File: config.mk
export PLATFORM = sky130hd
export DESIGN_NAME = sio_uart
export DESIGN_NICKNAME = d
export VERILOG_FILES = /design/src/rtl/sio_pkg.sv /design/src/rtl/sio_sync_edge.sv /design/src/rtl/sio_uart.sv
export SDC_FILE = /design/constraint.sdc
export NUM_CORES = 1
export LEC_CHECK = 0
export BUFFER_PORTS_ARGS = -buffer_cell sky130_fd_sc_hd__clkbuf_2
export CAP_MARGIN = 20
export CORE_MARGIN = 8
export CORE_UTILIZATION = 57
export DETAILED_ROUTE_END_ITERATION = 10
export PLACE_DENSITY = 0.89
export SYNTH_ARGS = -nofsm -noshare
export SYNTH_HDL_FRONTEND = slang
export SYNTH_SLANG_ARGS = --single-unit
File: constraint.sdc
create_clock -name clk -period 2.3 [get_ports clk]
set_input_delay 0.46 -clock clk [delete_from_list [all_inputs] [get_ports clk]]
set_output_delay 0.46 -clock clk [all_outputs]
set_load 0.02 [all_outputs]
File: src/rtl/sio_pkg.sv
// rtl/sio_pkg.sv - shared constants for the SIO byte-level serial port
package sio_pkg;

  localparam int DEF_DATA_BITS = 8;
  localparam int TICKS_PER_BIT = 2;
  localparam int BIT_CNT_W     = $clog2(DEF_DATA_BITS + 1);

  // tick-within-bit counter
  localparam int              PH_W    = (TICKS_PER_BIT > 1) ? $clog2(TICKS_PER_BIT) : 1;
  localparam logic [PH_W-1:0] PH_LAST = PH_W'(TICKS_PER_BIT - 1);

  // shared by the TX and RX state machines
  localparam logic [1:0] ST_IDLE  = 2'd0;
  localparam logic [1:0] ST_START = 2'd1;
  localparam logic [1:0] ST_DATA  = 2'd2;
  localparam logic [1:0] ST_STOP  = 2'd3;

endpackage

File: src/rtl/sio_sync_edge.sv
// rtl/sio_sync_edge.sv - synchronisers for sio_clk (with rise pulse) and rxd (level only)
module sio_sync_edge #(
  parameter int STAGES = 2
) (
  input  logic clk,
  input  logic n_rst,
  input  logic edge_in,
  input  logic level_in,
  output logic rise,
  output logic level
);

  logic [STAGES-1:0] edge_sync;
  logic [STAGES-1:0] level_sync;
  logic              edge_q;

  // rxd chain resets to the idle-high line level so reset release is not a start bit
  always_ff @(posedge clk or negedge n_rst) begin
    if (!n_rst) begin
      edge_sync  <= '0;
      level_sync <= '1;
      edge_q     <= 1'b0;
      rise       <= 1'b0;
    end else begin
      edge_sync  <= {edge_sync[STAGES-2:0], edge_in};
      level_sync <= {level_sync[STAGES-2:0], level_in};
      edge_q     <= edge_sync[STAGES-1];
      rise       <= edge_sync[STAGES-1] & ~edge_q;
    end
  end

  assign level = level_sync[STAGES-1];

endmodule

File: src/rtl/sio_uart.sv
// rtl/sio_uart.sv - 8N1 serial port timed by half-bit ticks from the SIO clock divider
module sio_uart
  import sio_pkg::*;
#(
  parameter int DATA_BITS   = DEF_DATA_BITS,
  parameter int SYNC_STAGES = 2
) (
  input  logic                 clk,
  input  logic                 n_rst,
  input  logic                 sio_clk,
  input  logic [DATA_BITS-1:0] tx_data,
  input  logic                 tx_valid,
  output logic                 tx_ready,
  output logic                 txd,
  input  logic                 rxd,
  output logic [DATA_BITS-1:0] rx_data,
  output logic                 rx_valid,
  input  logic                 rx_ack,
  output logic                 rx_frame_err,
  output logic                 rx_overrun
);

  localparam int            CW       = $clog2(DATA_BITS + 1);
  localparam logic [CW-1:0] LAST_BIT = CW'(DATA_BITS - 1);

  logic tick;
  logic rxd_s;

  sio_sync_edge #(.STAGES(SYNC_STAGES)) u_sync (
    .clk      (clk),
    .n_rst    (n_rst),
    .edge_in  (sio_clk),
    .level_in (rxd),
    .rise     (tick),
    .level    (rxd_s)
  );

  logic [1:0]           tx_state;
  logic [PH_W-1:0]      tx_phase;
  logic [CW-1:0]        tx_cnt;
  logic [DATA_BITS-1:0] tx_shift;

  assign tx_ready = (tx_state == ST_IDLE);

  // a bit level is driven on the first tick of each bit; the state advances on its last tick
  always_ff @(posedge clk or negedge n_rst) begin
    if (!n_rst) begin
      tx_state <= ST_IDLE;
      tx_phase <= '0;
      tx_cnt   <= '0;
      tx_shift <= '0;
      txd      <= 1'b1;
    end else if (tx_state == ST_IDLE) begin
      if (tx_valid) begin
        tx_shift <= tx_data;
        tx_phase <= '0;
        tx_state <= ST_START;
      end
    end else if (tick) begin
      tx_phase <= (tx_phase == PH_LAST) ? '0 : tx_phase + 1'b1;
      if (tx_phase == '0) begin
        case (tx_state)
          ST_START: txd <= 1'b0;
          ST_DATA: begin
            txd      <= tx_shift[0];
            tx_shift <= tx_shift >> 1;
          end
          default:  txd <= 1'b1;
        endcase
      end
      if (tx_phase == PH_LAST) begin
        case (tx_state)
          ST_START: begin
            tx_cnt   <= '0;
            tx_state <= ST_DATA;
          end
          ST_DATA: begin
            if (tx_cnt == LAST_BIT) tx_state <= ST_STOP;
            else                    tx_cnt   <= tx_cnt + 1'b1;
          end
          default:  tx_state <= ST_IDLE;
        endcase
      end
    end
  end

  logic [1:0]           rx_state;
  logic [PH_W-1:0]      rx_phase;
  logic [CW-1:0]        rx_cnt;
  logic [DATA_BITS-1:0] rx_shift;
  logic                 rx_done;

  assign rx_done = tick && (rx_state == ST_STOP) && (rx_phase == PH_LAST);

  // START is one tick after the falling edge was seen, so samples land late in each bit
  always_ff @(posedge clk or negedge n_rst) begin
    if (!n_rst) begin
      rx_state <= ST_IDLE;
      rx_phase <= '0;
      rx_cnt   <= '0;
      rx_shift <= '0;
    end else if (tick) begin
      case (rx_state)
        ST_IDLE: begin
          if (!rxd_s) rx_state <= ST_START;
        end
        ST_START: begin
          if (!rxd_s) begin
            rx_phase <= '0;
            rx_cnt   <= '0;
            rx_state <= ST_DATA;
          end else begin
            rx_state <= ST_IDLE;
          end
        end
        ST_DATA: begin
          rx_phase <= (rx_phase == PH_LAST) ? '0 : rx_phase + 1'b1;
          if (rx_phase == PH_LAST) begin
            rx_shift <= {rxd_s, rx_shift[DATA_BITS-1:1]};
            if (rx_cnt == LAST_BIT) rx_state <= ST_STOP;
            else                    rx_cnt   <= rx_cnt + 1'b1;
          end
        end
        default: begin
          rx_phase <= (rx_phase == PH_LAST) ? '0 : rx_phase + 1'b1;
          if (rx_phase == PH_LAST) rx_state <= ST_IDLE;
        end
      endcase
    end
  end

  always_ff @(posedge clk or negedge n_rst) begin
    if (!n_rst) begin
      rx_data      <= '0;
      rx_valid     <= 1'b0;
      rx_frame_err <= 1'b0;
      rx_overrun   <= 1'b0;
    end else if (rx_done) begin
      rx_data      <= rx_shift;
      rx_valid     <= 1'b1;
      rx_frame_err <= ~rxd_s;
      rx_overrun   <= rx_valid & ~rx_ack;
    end else if (rx_ack && rx_valid) begin
      rx_valid     <= 1'b0;
      rx_frame_err <= 1'b0;
      rx_overrun   <= 1'b0;
    end
  end

endmodule

# Word level (Yosys, flattened, before mapping)
# Index checks and enable logic that the tools add are counted.
[totals]
regBits = 48
inputBits = 14
output_inout_bits = 13
elab_cells = 101
[classes]
addsub = 4
eq_ne = 16
n_mux = 35
bitwise_logic = 8
reduce_logical = 21
[op_table]
columns = ["operator", "n"]
rows = [
  ["$mux 8", 5],
  ["$mux 2", 10],
  ["$mux 4", 4],
  ["$ne 2x2->1 const B", 8],
  ["$pmux 4 s2", 2],
  ["$reduce_and 5->1", 3],
  ["$reduce_bool 2->1", 6],
  ["$mux 1", 10],
  ["$reduce_and 3->1", 3],
  ["$add 4x1->4 const B", 2],
  ["$eq 4x3->1 const B", 2],
  ["$reduce_and 4->1", 2],
  ["$eq 2x2->1 const B", 3],
  ["$not 1->1", 6],
  ["$pmux 2 s3", 1],
  ["$eq 2x1->1 const B", 2],
  ["$logic_not 2->1", 2],
  ["$pmux 1 s2", 2],
  ["$pmux 2 s2", 1],
  ["$logic_and 1x1->1", 3],
  ["$ne 3x3->1 const B", 1],
  ["$reduce_bool 3->1", 1],
  ["$add 1x1->1 const B", 2],
  ["$and 1x1->1", 2],
  ["$reduce_and 2->1", 1],
]

# Logic depth before layout (Yosys ltp)
# Gate-level depths: netlist of the first run.
[depth]
word_depth = 6
depth_mapped = 6
depth_no_buf = 5

# By module
# A second synthesis of the first run with hierarchy kept.
[hier_totals]
hier_cells = 186
area_unflattened_um2 = 2242.2
[by_module_without_submodules]
columns = ["module", "instances", "cells_per_inst", "area_per_inst_um2"]
rows = [
  ["sio_uart", 1, 179, 2075.7],
  ["sio_sync_edge", 1, 7, 166.4],
]

# Least setup slack after synthesis of the first run
# No wires, ideal clock.
[synth_path]
path_kind = "register to register"
startpoint = "register tx_state[0]"
endpoint = "register tx_shift[0]"
setup_ps = 125
arrival_time_ps = 1645
t_required_ps = 2175
setup_slack_ps = 530
path_stages_with_launch = 6
path_buffers = 1
cell_sequence = "dfrtp_1 > inv_1 > ha_1 > buf_2 > mux2_2 > mux2_2"
[synth_between]
elab_chain_len = 3
[synth_lines]
columns = ["item", "line", "source"]
rows = [
  ["from (decl)", "sio_uart.sv:38", "logic [1:0] tx_state;"],
  ["from (signal assigned)", "sio_uart.sv:48", "tx_state <= ST_IDLE;"],
  ["from (signal assigned)", "sio_uart.sv:57", "tx_state <= ST_START;"],
  ["from (signal assigned)", "sio_uart.sv:75", "tx_state <= ST_DATA;"],
  ["$logic_not 2->1 *", "--", ""],
  ["named net tx_ready", "sio_uart.sv:13", "output logic tx_ready,"],
  ["$ne 2x2->1 (no line) or $reduce_bool 2->1 (tied branches)", "--", ""],
  ["$reduce_and 4->1 (no line)", "--", ""],
  ["to (signal assigned)", "sio_uart.sv:55", "tx_shift <= tx_data;"],
  ["to (signal assigned)", "sio_uart.sv:66", "tx_shift <= tx_shift >> 1;"],
  ["to (decl)", "sio_uart.sv:41", "logic [DATA_BITS-1:0] tx_shift;"],
]
# The timed path passes the listed nets; every way through them passes the cells marked *.
# A chain may end at the register's enable or synchronous reset.

# Final worst setup path of the first run
[layout_path]
startpoint = "register tx_state[0]"
endpoint = "output port tx_ready"
[layout_between]
elab_chain_len = 1
[layout_lines]
columns = ["item", "line", "source"]
rows = [
  ["$logic_not 2->1", "sio_uart.sv:43", "assign tx_ready = (tx_state == ST_IDLE);"],
  ["to (decl)", "sio_uart.sv:13", ""],
]
# No other way between the ends.

==> metrics.md, run 1 <==
| Metric | Value |
|---|---|
| Outcome | `finished, final reports clean` |
| Fin. max-slew vios | `0` |
| RSZ-0062 raised after global routing | `false` |
| Port Buf Inserts | `26` |
| First-pass GRT wire length | `6900 um` |
| Initial antenna violation count | `0` |
| Post-detail-place hpwl | `2740 um` |
| Crit path launch | `tx_state[0]$_DFFE_PN0P_` |
| Syn nets | `205` |
| Tmin final | `1.93 ns` |
| Startpoint types | `flop` |
| Clock Latency Late Sink | `0.30 ns` |
| Vias/cell | `5.58` |
| Vias in the first global route | `1545` |
| GP Congestion | `0.806` |
| DIE AREA | `6170 um2` |
| Post-route DRC violation count | `0` |
| Root buffer cell | `clkbuf_8` |
| Max-Cap Viols | `0` |
| Fill cells | `277` |
| Placed cell count | `255` |
| Total power | `0.00270 W` |
| Slew HR | `59.1%` |
| Per-cell routed wire length | `14.7 um` |
| Post-synth design cell area | `2230 um2` |
| Starting Density | `60.0%` |
| Post-synth cell types | `46` |
| Register area share after synthesis | `54.1%` |
| Post_cts resized | `0` |
| Leakage power | `1.25 nW` |
| Hold buffers post-CTS | `0` |
| CP Max Fanout | `10` |
| Post-DP Area | `2390 um2` |
| GR Overflow Total | `0` |
| Non-Filler Instances | `263` |
| IO Count | `27` |
| Worst reg2reg setup slack | `0.42 ns` |
| Std-Cell Rows | `22` |
| Final period util | `84.0%` |
| Crit path DAT | `1.47 ns` |
| Worst setup EP type | `primary output` |
| Largest net degree at the start of global routing | `27` |
| Worst hold path type | `in -> async` |
| Setup Skew | `0.00325 ns` |
| Final setup TNS | `0 ns` |
| Peak supply drop | `691 uV` |
| Area Overhead vs Synth | `12.8%` |
| Core area | `3720 um2` |
| Most common cell after layout, fill and taps aside | `dfrtp_1` |
| Reg2reg start | `tx_state[0]$_DFFE_PN0P_` |
| Ys async rst share | `100%` |
| Crit path required time | `1.84 ns` |
| Count of yosys warnings during synthesis | `0` |
| Post-DRT Antenna Nets | `0` |
| CTS Buf Count | `5` |
| Power Density | `1070 nW/um2` |
| Final Util | `67.6%` |
| Die H | `78.5 um` |
| Final instance area | `2510 um2` |
| Top achievable clock speed | `517 MHz` |
| DRT Pass-1 Iters | `5` |
| Reg2Reg Depth | `5` |
| Number of setup violations in the final report | `0` |
| H-tree depth | `2` |
| Total GRT Usage | `13.8%` |
| Vias | `1468` |
| Synthesized area per cell | `12.0 um2` |
| CTS tree | `yes` |
| Final net count | `233` |
| TritonCTS Sinks | `48` |
| Hold Violations, Final | `0` |
| Critical path class | `reg -> out` |
| Clk slew on worst S/H paths | `0.08 ns` |
| Flops & latches, synth | `48` |
| Number of synthesized flops with an enable pin | `0` |
| Longest Clk Path Bufs | `2` |
| Post-Synthesis Cells | `186` |
| Post-synth top flop | `dfrtp_1` |
| Die width | `78.5 um` |
| Routed WL | `3860 um` |
| Worst reg2reg endpoint | `tx_shift[2]$_DFFE_PN0P_` |
| Setup crit end | `tx_ready` |
| Most frequent cells in the layout | `dfrtp_1 (45), nand2_1 (30), clkbuf_2 (26)` |
| 1st-iter DRT viols | `74` |
| Proportion of layout cells with a drive suffix above 1 | `33.5%` |
| Least-Margin Pin Slew | `0.614 ns` |
| # diodes | `0` |
| Post CTS Setup Buffer Count | `0` |
-- critical path: stages, from the launching register on --
cell	delay (ns)
dfrtp_1	0.39
inv_1	0.10
ha_1	0.42
clkbuf_2	0.25
-- report_power, final --
part	internal, W	leakage (nW)	switching, W
combinational	0.000404	0.558	0.000394
clock	0.000383	0.0645	0.000270
sequential	0.00105	0.624	0.000195
-- sequential cells by signal, indices dropped and copies added, names as in the netlist, 2 cells and up --
signal / flops
rx_shift: 8
tx_cnt: 4
tx_state: 2
u_sync.level_sync: 2
tx_shift: 8
rx_cnt: 4
u_sync.edge_sync: 2
rx_state: 2
rx_data: 8
-- metal layers --
metal / wire (um) / part of all wire [%] / GRT usage (%) / up-vias
li1: - / - / - / 714
met1: 1710 / 44 / 16.4 / 714
met2: 1850 / 48 / 22.1 / 32
met3: 235 / 6.1 / 5.01 / 8
met4: 68 / 1.8 / 5.56 / 0
met5: 0 / 0 / 0 / -
-- cells in the mapped netlist, types with 2 or more instances --
master     number  area, um2
nand3_1         5       25.0
nor3b_1         2       15.0
o2bb2ai_1       3       26.3
nand3b_1        3       22.5
buf_2           2       10.0
dfstp_2         3       78.8
o22ai_1         3       18.8
nor2_1          2       7.51
nand2_1        30        113
a21oi_1         5       25.0
buf_6           3       33.8
buf_4           2       15.0
ha_1            5       62.6
nand2b_1        2       12.5
inv_1           8       30.0
dfrtp_1        45       1130
a21o_1          3       22.5
o211ai_1        2       15.0
mux2_2         23        259
nor2b_1         3       18.8
o21ai_0         7       35.0
-- metrics by stage --
stage	hold slack (ns)	setup slack (ns)
2_1_floorplan	0.164	0.530
3_3_place_gp	0.342	0.562
3_5_place_dp	0.339	0.446
4_1_cts	0.171	0.352
5_1_grt	0.205	0.289
6_report	0.153	0.367
-- cells by family (layout without fill, tap and decap cells) --
logic type | Yosys count | in the layout | synth area share, %
buf+inv | 15 | 44 | 3.99
mux | 24 | 24 | 12.3
xor+xnor | 1 | 1 | 0.393
compound gates | 35 | 35 | 11.3
flops | 48 | 48 | 54.1
simple gates | 58 | 58 | 15.2
fa+ha+maj | 5 | 5 | 2.81
-- worst min path at each step --
stage,startpoint,endpoint,slack (ns),cells after the start
global placement,u_sync.edge_sync[0]$_DFF_PN0_,u_sync.edge_sync[1]$_DFF_PN0_,0.34,0
finish,n_rst,rx_data[0]$_DFFE_PN0P_,0.15,1
CTS,n_rst,rx_data[0]$_DFFE_PN0P_,0.17,1
floorplan,n_rst,rx_cnt[0]$_DFFE_PN0P_,0.16,0
global route,n_rst,rx_data[0]$_DFFE_PN0P_,0.21,1
detailed placement,u_sync.edge_sync[0]$_DFF_PN0_,u_sync.edge_sync[1]$_DFF_PN0_,0.34,0
-- layout make-up --
type	count	area, um2	area share (%)
clock inverter	1	30.0	1.19
inverter	8	30.0	1.19
timing repair buffer	28	158	6.27
tap	48	60.1	2.39
clock buffer	7	96.3	3.83
multi-input combinational	123	935	37.2
sequential	48	1200	47.9
(Power assumes the default switching activity.)
==> run 2, diff against run 1 <==
Settings changed: CORE_UTILIZATION 57 to 51, PLACE_DENSITY 0.89 to 0.85.
Clock period 2.3 ns to 1.6 ns, I/O delays scaled along.
==> metrics.md, run 2 (same netlist as run 1, synthesis figures left out) <==
| Metric | Value |
|---|---|
| Longest Clk Path Bufs | `2 (unchanged)` |
| CTS tree | `yes (unchanged)` |
| Hold Violations, Final | `0 (unchanged)` |
| Per-cell routed wire length | `14.8 um (was 14.7 um)` |
| Slew HR | `75.6% (was 59.1%)` |
| Routed WL | `4260 um (was 3860 um)` |
| Proportion of layout cells with a drive suffix above 1 | `41.3% (was 33.5%)` |
| DIE AREA | `6740 um2 (was 6170 um2)` |
| First-pass GRT wire length | `6710 um (was 6900 um)` |
| Worst Hold End | `u_sync.edge_sync[0]$_DFF_PN0_` |
| IO Count | `27 (unchanged)` |
| Worst Hold Launch | `sio_clk` |
| Final net count | `253 (was 233)` |
| Worst reg2reg endpoint | `tx_shift[0]$_DFFE_PN0P_ (was tx_shift[2]$_DFFE_PN0P_)` |
| DRT Pass-1 Iters | `6 (was 5)` |
| Vias | `1567 (was 1468)` |
| Post-DRT Antenna Nets | `0 (unchanged)` |
| Post-detail-place hpwl | `2930 um (was 2740 um)` |
| Reg2Reg Depth | `5 (unchanged)` |
| GR Overflow Total | `0 (unchanged)` |
| Post-route DRC violation count | `0 (unchanged)` |
| Pre-CTS WS | `0.0142 ns (was 0.446 ns)` |
| Max-Cap Viols | `0 (unchanged)` |
| Fill cells | `319 (was 277)` |
| Peak supply drop | `1080 uV (was 691 uV)` |
| # diodes | `0 (unchanged)` |
| Clock Latency Late Sink | `0.30 ns (about the same)` |
| Leakage power | `1.41 nW (was 1.25 nW)` |
| Least-Margin Pin Slew | `0.366 ns (was 0.614 ns)` |
| Final period util | `101%` |
| Most common cell after layout, fill and taps aside | `dfrtp_1 (unchanged)` |
| Worst reg2reg setup slack | `-0.01 ns (was 0.42 ns)` |
| Starting Density | `51.9% (was 60.0%)` |
| Crit path DAT | `1.30 ns (was 1.47 ns)` |
| Failing checks | `negative setup slack` |
| Number of setup violations in the final report | `3 (was 0)` |
| Outcome | `finished, violations left (was finished, final reports clean)` |
| Worst hold path stage count | `1` |
| Crit path launch | `tx_state[0]$_DFFE_PN0P_ (unchanged)` |
| H-tree depth | `2 (unchanged)` |
| Std-Cell Rows | `24 (was 22)` |
| GP Congestion | `0.841 (was 0.806)` |
| Worst hold path type | `in -> reg (was in -> async)` |
| Power Density | `1580 nW/um2 (was 1070 nW/um2)` |
| 1st-iter DRT viols | `40 (was 74)` |
| Setup Skew | `0.00273 ns (was 0.00325 ns)` |
| Total GRT Usage | `12.5% (was 13.8%)` |
| Worst stage delay on the critical path | `0.40 ns (was 0.42 ns)` |
| Critical path class | `reg -> out (unchanged)` |
| Worst path slowest cell | `dfrtp_1 (was ha_1)` |
| Vias/cell | `5.46 (was 5.58)` |
| Area Overhead vs Synth | `25.2% (was 12.8%)` |
| Initial antenna violation count | `0 (unchanged)` |
| Biggest registers after layout | `rx_data: 8 flops, rx_shift: 8 flops, tx_shift: 8 flops (unchanged)` |
| Port Buf Inserts | `26 (unchanged)` |
| Clk slew on worst S/H paths | `0.09 ns (was 0.08 ns)` |
| Die width | `82.1 um (was 78.5 um)` |
| Total power | `0.00440 W (was 0.00270 W)` |
| Die H | `82.1 um (was 78.5 um)` |
| CP Max Fanout | `8 (was 10)` |
| Most frequent cells in the layout | `dfrtp_1 (45), nand2_1 (29), clkbuf_2 (25) (was dfrtp_1 (45), nand2_1 (30), clkbuf_2 (26))` |
| Final Util | `64.9% (was 67.6%)` |
| Crit path required time | `1.28 ns (was 1.84 ns)` |
| Core area | `4290 um2 (was 3720 um2)` |
| Tmin final | `1.62 ns` |
| Vias in the first global route | `1553 (was 1545)` |
| Worst setup margin | `-0.0213 ns (was 0.367 ns)` |
| Root buffer cell | `clkbuf_8 (unchanged)` |
| Placed cell count | `270 (was 255)` |
| RSZ-0062 raised after global routing | `true (was false)` |
| Reg2reg start | `tx_state[0]$_DFFE_PN0P_ (unchanged)` |
| Largest net degree at the start of global routing | `30 (was 27)` |
| Fin. max-slew vios | `0 (unchanged)` |
| CTS Buf Count | `5 (unchanged)` |
| TritonCTS Sinks | `48 (unchanged)` |
| Non-Filler Instances | `287 (was 263)` |
| Worst setup EP type | `primary output (unchanged)` |
| Top achievable clock speed | `617 MHz` |
| Worst-path cell chain | `inv_2 > ha_4 > buf_12 > buf_8 (was inv_1 > ha_1 > clkbuf_2)` |
| Startpoint types | `flop (unchanged)` |
## run 2: cell count changes in the layout (fill, tap and decap cells not counted), sizes merged
cell	change
clkbuf	-1
buf	+19
clkinv	+1
dlygate4sd3	+1
## run 2: layer usage
layer	GRT usage (%)	vias up	wire length, um	part of all wire [%]
li1	-	755	-	-
met1	15.2	773	1910	45
met2	21.1	35	2090	49
met3	3.90	4	232	5.4
met4	3.33	0	27	0.63
met5	0	-	0	0
## run 2: per-stage QoR
stage	TNS [ns]	hold WS [ns]	instance area (um2)
floorplan	0	0.0244	2240
global placement	0	0.247	2500
detailed placement	0	0.248	2500
CTS	0	0.115	2650
global route	-0.346	0.103	2790
finish	-0.0291	0.124	2790
## run 2: area by class of cell
| cell class | instances | area (um2) | share of cell area, % |
|---|---|---|---|
| Multi-Input combinational cell | 123 | 1010 | 36.3 |
| Tap cell | 52 | 65.1 | 2.33 |
| Sequential cell | 48 | 1200 | 43.2 |
| Inverter | 8 | 30.0 | 1.08 |
| Clock inverter | 2 | 38.8 | 1.39 |
| Clock buffer | 6 | 82.6 | 2.96 |
| Timing Repair Buffer | 48 | 354 | 12.7 |
## run 2: worst max path at each step
stage / depth (start not counted) / slack (ns) / end
finish: 4 / -0.02 / tx_ready
global route: 4 / -0.06 / tx_ready
CTS: 4 / 0.01 / tx_ready
detailed placement: 5 / 0.01 / tx_shift[6]$_DFFE_PN0P_
global placement: 6 / 0.01 / tx_cnt[2]$_DFFE_PN0P_
floorplan: 5 / 0.04 / tx_shift[0]$_DFFE_PN0P_
## run 2: what timing repair did
item | in CTS | in global routing
gates cloned | 0 | 1
pin swaps | 1 | 4
hold buffers | 1 | 0
endpoints found under the hold margin | 10 | 0
setup buffers | 1 | 6
resized for setup | 4 | 20
endpoints found under the setup margin | 2 | 11
## run 2: critical path: cells and delay by family, from the launching register on
kind       cells  cell delay (ns)
fa+ha+maj      1             0.25
buf+inv        3             0.35
flops          1             0.40
## run 2: power breakdown
part	switching [W]	total [W]	internal, W	leakage [nW]
clock	0.000409	0.000920	0.000511	0.0614
combinational	0.000717	0.00171	0.000989	0.722
sequential	0.000267	0.00178	0.00151	0.624
==> run 3, diff against run 2 <==
Settings changed: ABC_AREA from default to 1, CORE_UTILIZATION 51 to 52, PLACE_DENSITY 0.85 to 0.86.
==> metrics.md, run 3 <==
| Metric | Value |
|---|---|
| Outcome | `finished, violations left (unchanged)` |
| Failing checks | `negative hold slack (was negative setup slack)` |
| Multi-input gate area | `937 um2 (was 1010 um2)` |
| Number of setup violations in the final report | `0 (was 3)` |
| Grt met2 use | `22.8% (was 21.1%)` |
| Max-Cap Viols | `0 (unchanged)` |
| Reg2reg start | `tx_state[1]$_DFFE_PN0P_ (was tx_state[0]$_DFFE_PN0P_)` |
| Leakage power | `1.32 nW (was 1.41 nW)` |
| Vias | `1740 (was 1567)` |
| Most common cell in the netlist | `nand2_1 (was dfrtp_1)` |
| GP Congestion | `0.832 (was 0.841)` |
| Most crowded layer after global routing | `met2 (unchanged)` |
| Post-synth top flop | `dfrtp_1 (unchanged)` |
| Post-detail-place hpwl | `2890 um (was 2930 um)` |
| Final period util | `97.2% (was 101%)` |
| 1st-iter DRT viols | `99 (was 40)` |
| Count of yosys warnings during synthesis | `0 (unchanged)` |
| Crit path DAT | `1.24 ns (was 1.30 ns)` |
| Register area share after synthesis | `52.0% (was 54.1%)` |
| CP Max Fanout | `6 (was 8)` |
| Total GRT Usage | `13.6% (was 12.5%)` |
| Flip-flop and latch area | `1200 um2 (unchanged)` |
| Vias in the first global route | `1652 (was 1553)` |
| Std-Cell Rows | `24 (unchanged)` |
| Fin. max-slew vios | `0 (unchanged)` |
| Post-synth top cells | `nand2_1 (77), dfrtp_1 (45), inv_1 (29) (was dfrtp_1 (45), nand2_1 (30), mux2_2 (23))` |
| Startpoint types | `flop (unchanged)` |
| Biggest registers after layout | `rx_data: 8 flops, rx_shift: 8 flops, tx_shift: 8 flops (unchanged)` |
| Least-Margin Pin Slew | `0.350 ns (was 0.366 ns)` |
| Power Density | `1490 nW/um2 (was 1580 nW/um2)` |
| Area contributors post-synth | `dfrtp_1 (49%), nand2_1 (12%), o21ai_2 (6.4%) (was dfrtp_1 (51%), mux2_2 (12%), nand2_1 (5.1%))` |
| CTS Buf Count | `5 (unchanged)` |
| CTS tree | `yes (unchanged)` |
| Slew HR | `76.7% (was 75.6%)` |
| Ys async rst share | `100% (unchanged)` |
| Worst reg2reg setup slack | `0.09 ns (was -0.01 ns)` |
| # diodes | `0 (unchanged)` |
| Fill cells | `381 (was 319)` |
| Crit path required time | `1.28 ns (about the same)` |
| Worst setup EP type | `primary output (unchanged)` |
| DRT Pass-1 Iters | `4 (was 6)` |
| Vias/cell | `4.99 (was 5.46)` |
| Die width | `82.7 um (was 82.1 um)` |
| Setup Skew | `0.00495 ns (was 0.00273 ns)` |
| Die H | `82.7 um (was 82.1 um)` |
| TritonCTS Sinks | `48 (unchanged)` |
| Hold_ws | `-0.0150 ns (was 0.124 ns)` |
| Synthesized area per cell | `8.77 um2 (was 12.0 um2)` |
| Final net count | `315 (was 253)` |
| GR Overflow Total | `0 (unchanged)` |
| Most frequent cells in the layout | `nand2_1 (76), dfrtp_1 (45), inv_1 (27) (was dfrtp_1 (45), nand2_1 (29), clkbuf_2 (25))` |
| Most common cell after layout, fill and taps aside | `nand2_1 (was dfrtp_1)` |
| Port Buf Inserts | `26 (unchanged)` |
| Post-synth design cell area | `2320 um2 (was 2230 um2)` |
| DIE AREA | `6850 um2 (was 6740 um2)` |
| IO Count | `27 (unchanged)` |
| Worst reg2reg endpoint | `tx_shift[2]$_DFFE_PN0P_ (was tx_shift[0]$_DFFE_PN0P_)` |
| Root buffer cell | `clkbuf_8 (unchanged)` |
| H-tree depth | `2 (unchanged)` |
| Total power | `0.00392 W (was 0.00440 W)` |
| Top achievable clock speed | `643 MHz (was 617 MHz)` |
| Largest net degree at the start of global routing | `49 (was 30)` |
| Post-Synthesis Cells | `264 (was 186)` |
| Area Overhead vs Synth | `13.7% (was 25.2%)` |
| First-pass GRT wire length | `7300 um (was 6710 um)` |
| Number of synthesized flops with an enable pin | `0 (unchanged)` |
| Met3 usage | `3.25% (was 3.90%)` |
| Peak supply drop | `905 uV (was 1080 uV)` |
| Met1 GRT Util | `16.3% (was 15.2%)` |
| Starting Density | `53.6% (was 51.9%)` |
| Final setup TNS | `0 ns (was -0.0291 ns)` |
| Post-synth cell types | `26 (was 46)` |
| Proportion of layout cells with a drive suffix above 1 | `27.9% (was 41.3%)` |
| Syn nets | `283 (was 205)` |
| Initial antenna violation count | `0 (unchanged)` |
| Hold Violations, Final | `29 (was 0)` |
| Per-cell routed wire length | `11.8 um (was 14.8 um)` |
| Clk slew on worst S/H paths | `0.09 ns (about the same)` |
| Post-DRT Antenna Nets | `0 (unchanged)` |
| Flops & latches, synth | `48 (unchanged)` |
| Tmin final | `1.56 ns (was 1.62 ns)` |
| Pre-CTS WS | `0.0300 ns (was 0.0142 ns)` |
| Routed WL | `4120 um (was 4260 um)` |
| Leading area contributor after synthesis | `dfrtp_1 (unchanged)` |
| Longest Clk Path Bufs | `2 (unchanged)` |
| Worst hold path type | `in -> async (was in -> reg)` |
| Yosys top cell area share | `48.6% (was 50.5%)` |
| Reg2Reg Depth | `9 (was 5)` |
| Core area | `4320 um2 (was 4290 um2)` |
| Critical path class | `reg -> out (unchanged)` |
| Worst setup margin | `0.0444 ns (was -0.0213 ns)` |
| Clock Latency Late Sink | `0.30 ns (about the same)` |
| Post-route DRC violation count | `0 (unchanged)` |
==> run 3: cell types whose count changed after synthesis, moves of 4 or more <==
cell,delta
o21ai_2,+17
inv_1,+21
o21ai_1,+12
nand2_1,+47
nand3_1,+10
o21ai_0,+5
mux2_2,-23
inv_2,+4
nand2_2,+7
nor2_1,+15
a21oi_1,-4
==> run 3: metrics by stage <==
stage	utilization, %	hold WS (ns)	area, um2	std cells
after floorplan	-	0.0244	2320	264
after global placement	57.5	0.324	2480	338
after detailed placement	57.5	0.329	2480	338
after CTS	60.2	0.000934	2600	347
after global routing	60.9	0.0108	2630	349
final	60.9	-0.0150	2630	349
==> run 3: worst max-delay path by stage <==
| stage | to | startpoint | cells past startpoint | slack (ns) |
|---|---|---|---|---|
| global route | tx_shift[3]$_DFFE_PN0P_ | tx_state[1]$_DFFE_PN0P_ | 9 | -0.007 |
| floorplan | tx_shift[7]$_DFFE_PN0P_ | tx_state[0]$_DFFE_PN0P_ | 8 | 0.06 |
| global placement | tx_shift[2]$_DFFE_PN0P_ | tx_state[0]$_DFFE_PN0P_ | 6 | 0.09 |
| detailed placement | tx_shift[4]$_DFFE_PN0P_ | tx_state[0]$_DFFE_PN0P_ | 6 | 0.03 |
| finish | tx_ready | tx_state[1]$_DFFE_PN0P_ | 4 | 0.04 |
| CTS | tx_shift[1]$_DFFE_PN0P_ | tx_state[1]$_DFFE_PN0P_ | 8 | 0.004 |
==> run 3: what timing repair did <==
| action | 4_1_cts | 5_1_grt |
|---|---|---|
| buffers inserted | 1 | 2 |
| hold buffers | 0 | 0 |
| gates resized for setup | 4 | 3 |
| cloned | 0 | 0 |
| pin swaps | 1 | 1 |
| endpoints found under the setup margin | 1 | 13 |
| hold endpoints to repair | 0 | 0 |
==> run 3: layer usage <==
metal | wire (um) | part of all wire [%] | vias up
met1 | 1870 | 45 | 805
met4 | 57 | 1.4 | 0
met3 | 123 | 3.0 | 4
met2 | 2070 | 50 | 33
li1 | - | - | 898
met5 | 0 | 0 | -
==> run 3: critical path, cell delays in order (launching register included) <==
cell,delay (ns)
dfrtp_1,0.40
inv_2,0.07
ha_4,0.16
buf_4,0.14
clkbuf_4,0.16
==> run 3: where the power goes <==
group | internal [W] | leakage (nW) | switching (W) | total, W
sequential | 0.00148 | 0.630 | 0.000220 | 0.00170
combinational | 0.000560 | 0.648 | 0.000906 | 0.00147
clock | 0.000352 | 0.0445 | 0.000400 | 0.000752
total | 0.00239 | 1.32 | 0.00153 | 0.00392
==> run 3: logic make-up after synthesis <==
group                    share of synthesized area [%]
AO/OA/AOI/OAI                                     12.7
flip-flops                                        52.0
AND/OR/NAND/NOR                                   23.9
XOR/XNOR                                         0.378
adder cells (fa/ha/maj)                           2.70
buffers and inverters                             8.27
==> run 3: layout make-up <==
cell class / count / share of cell area [%]
tap: 52 / 2.47
timing repair buffer: 32 / 7.70
inverter: 34 / 4.94
multi-input combinational: 175 / 35.6
sequential: 48 / 45.7
clock inverter: 1 / 0.285
clock buffer: 7 / 3.28
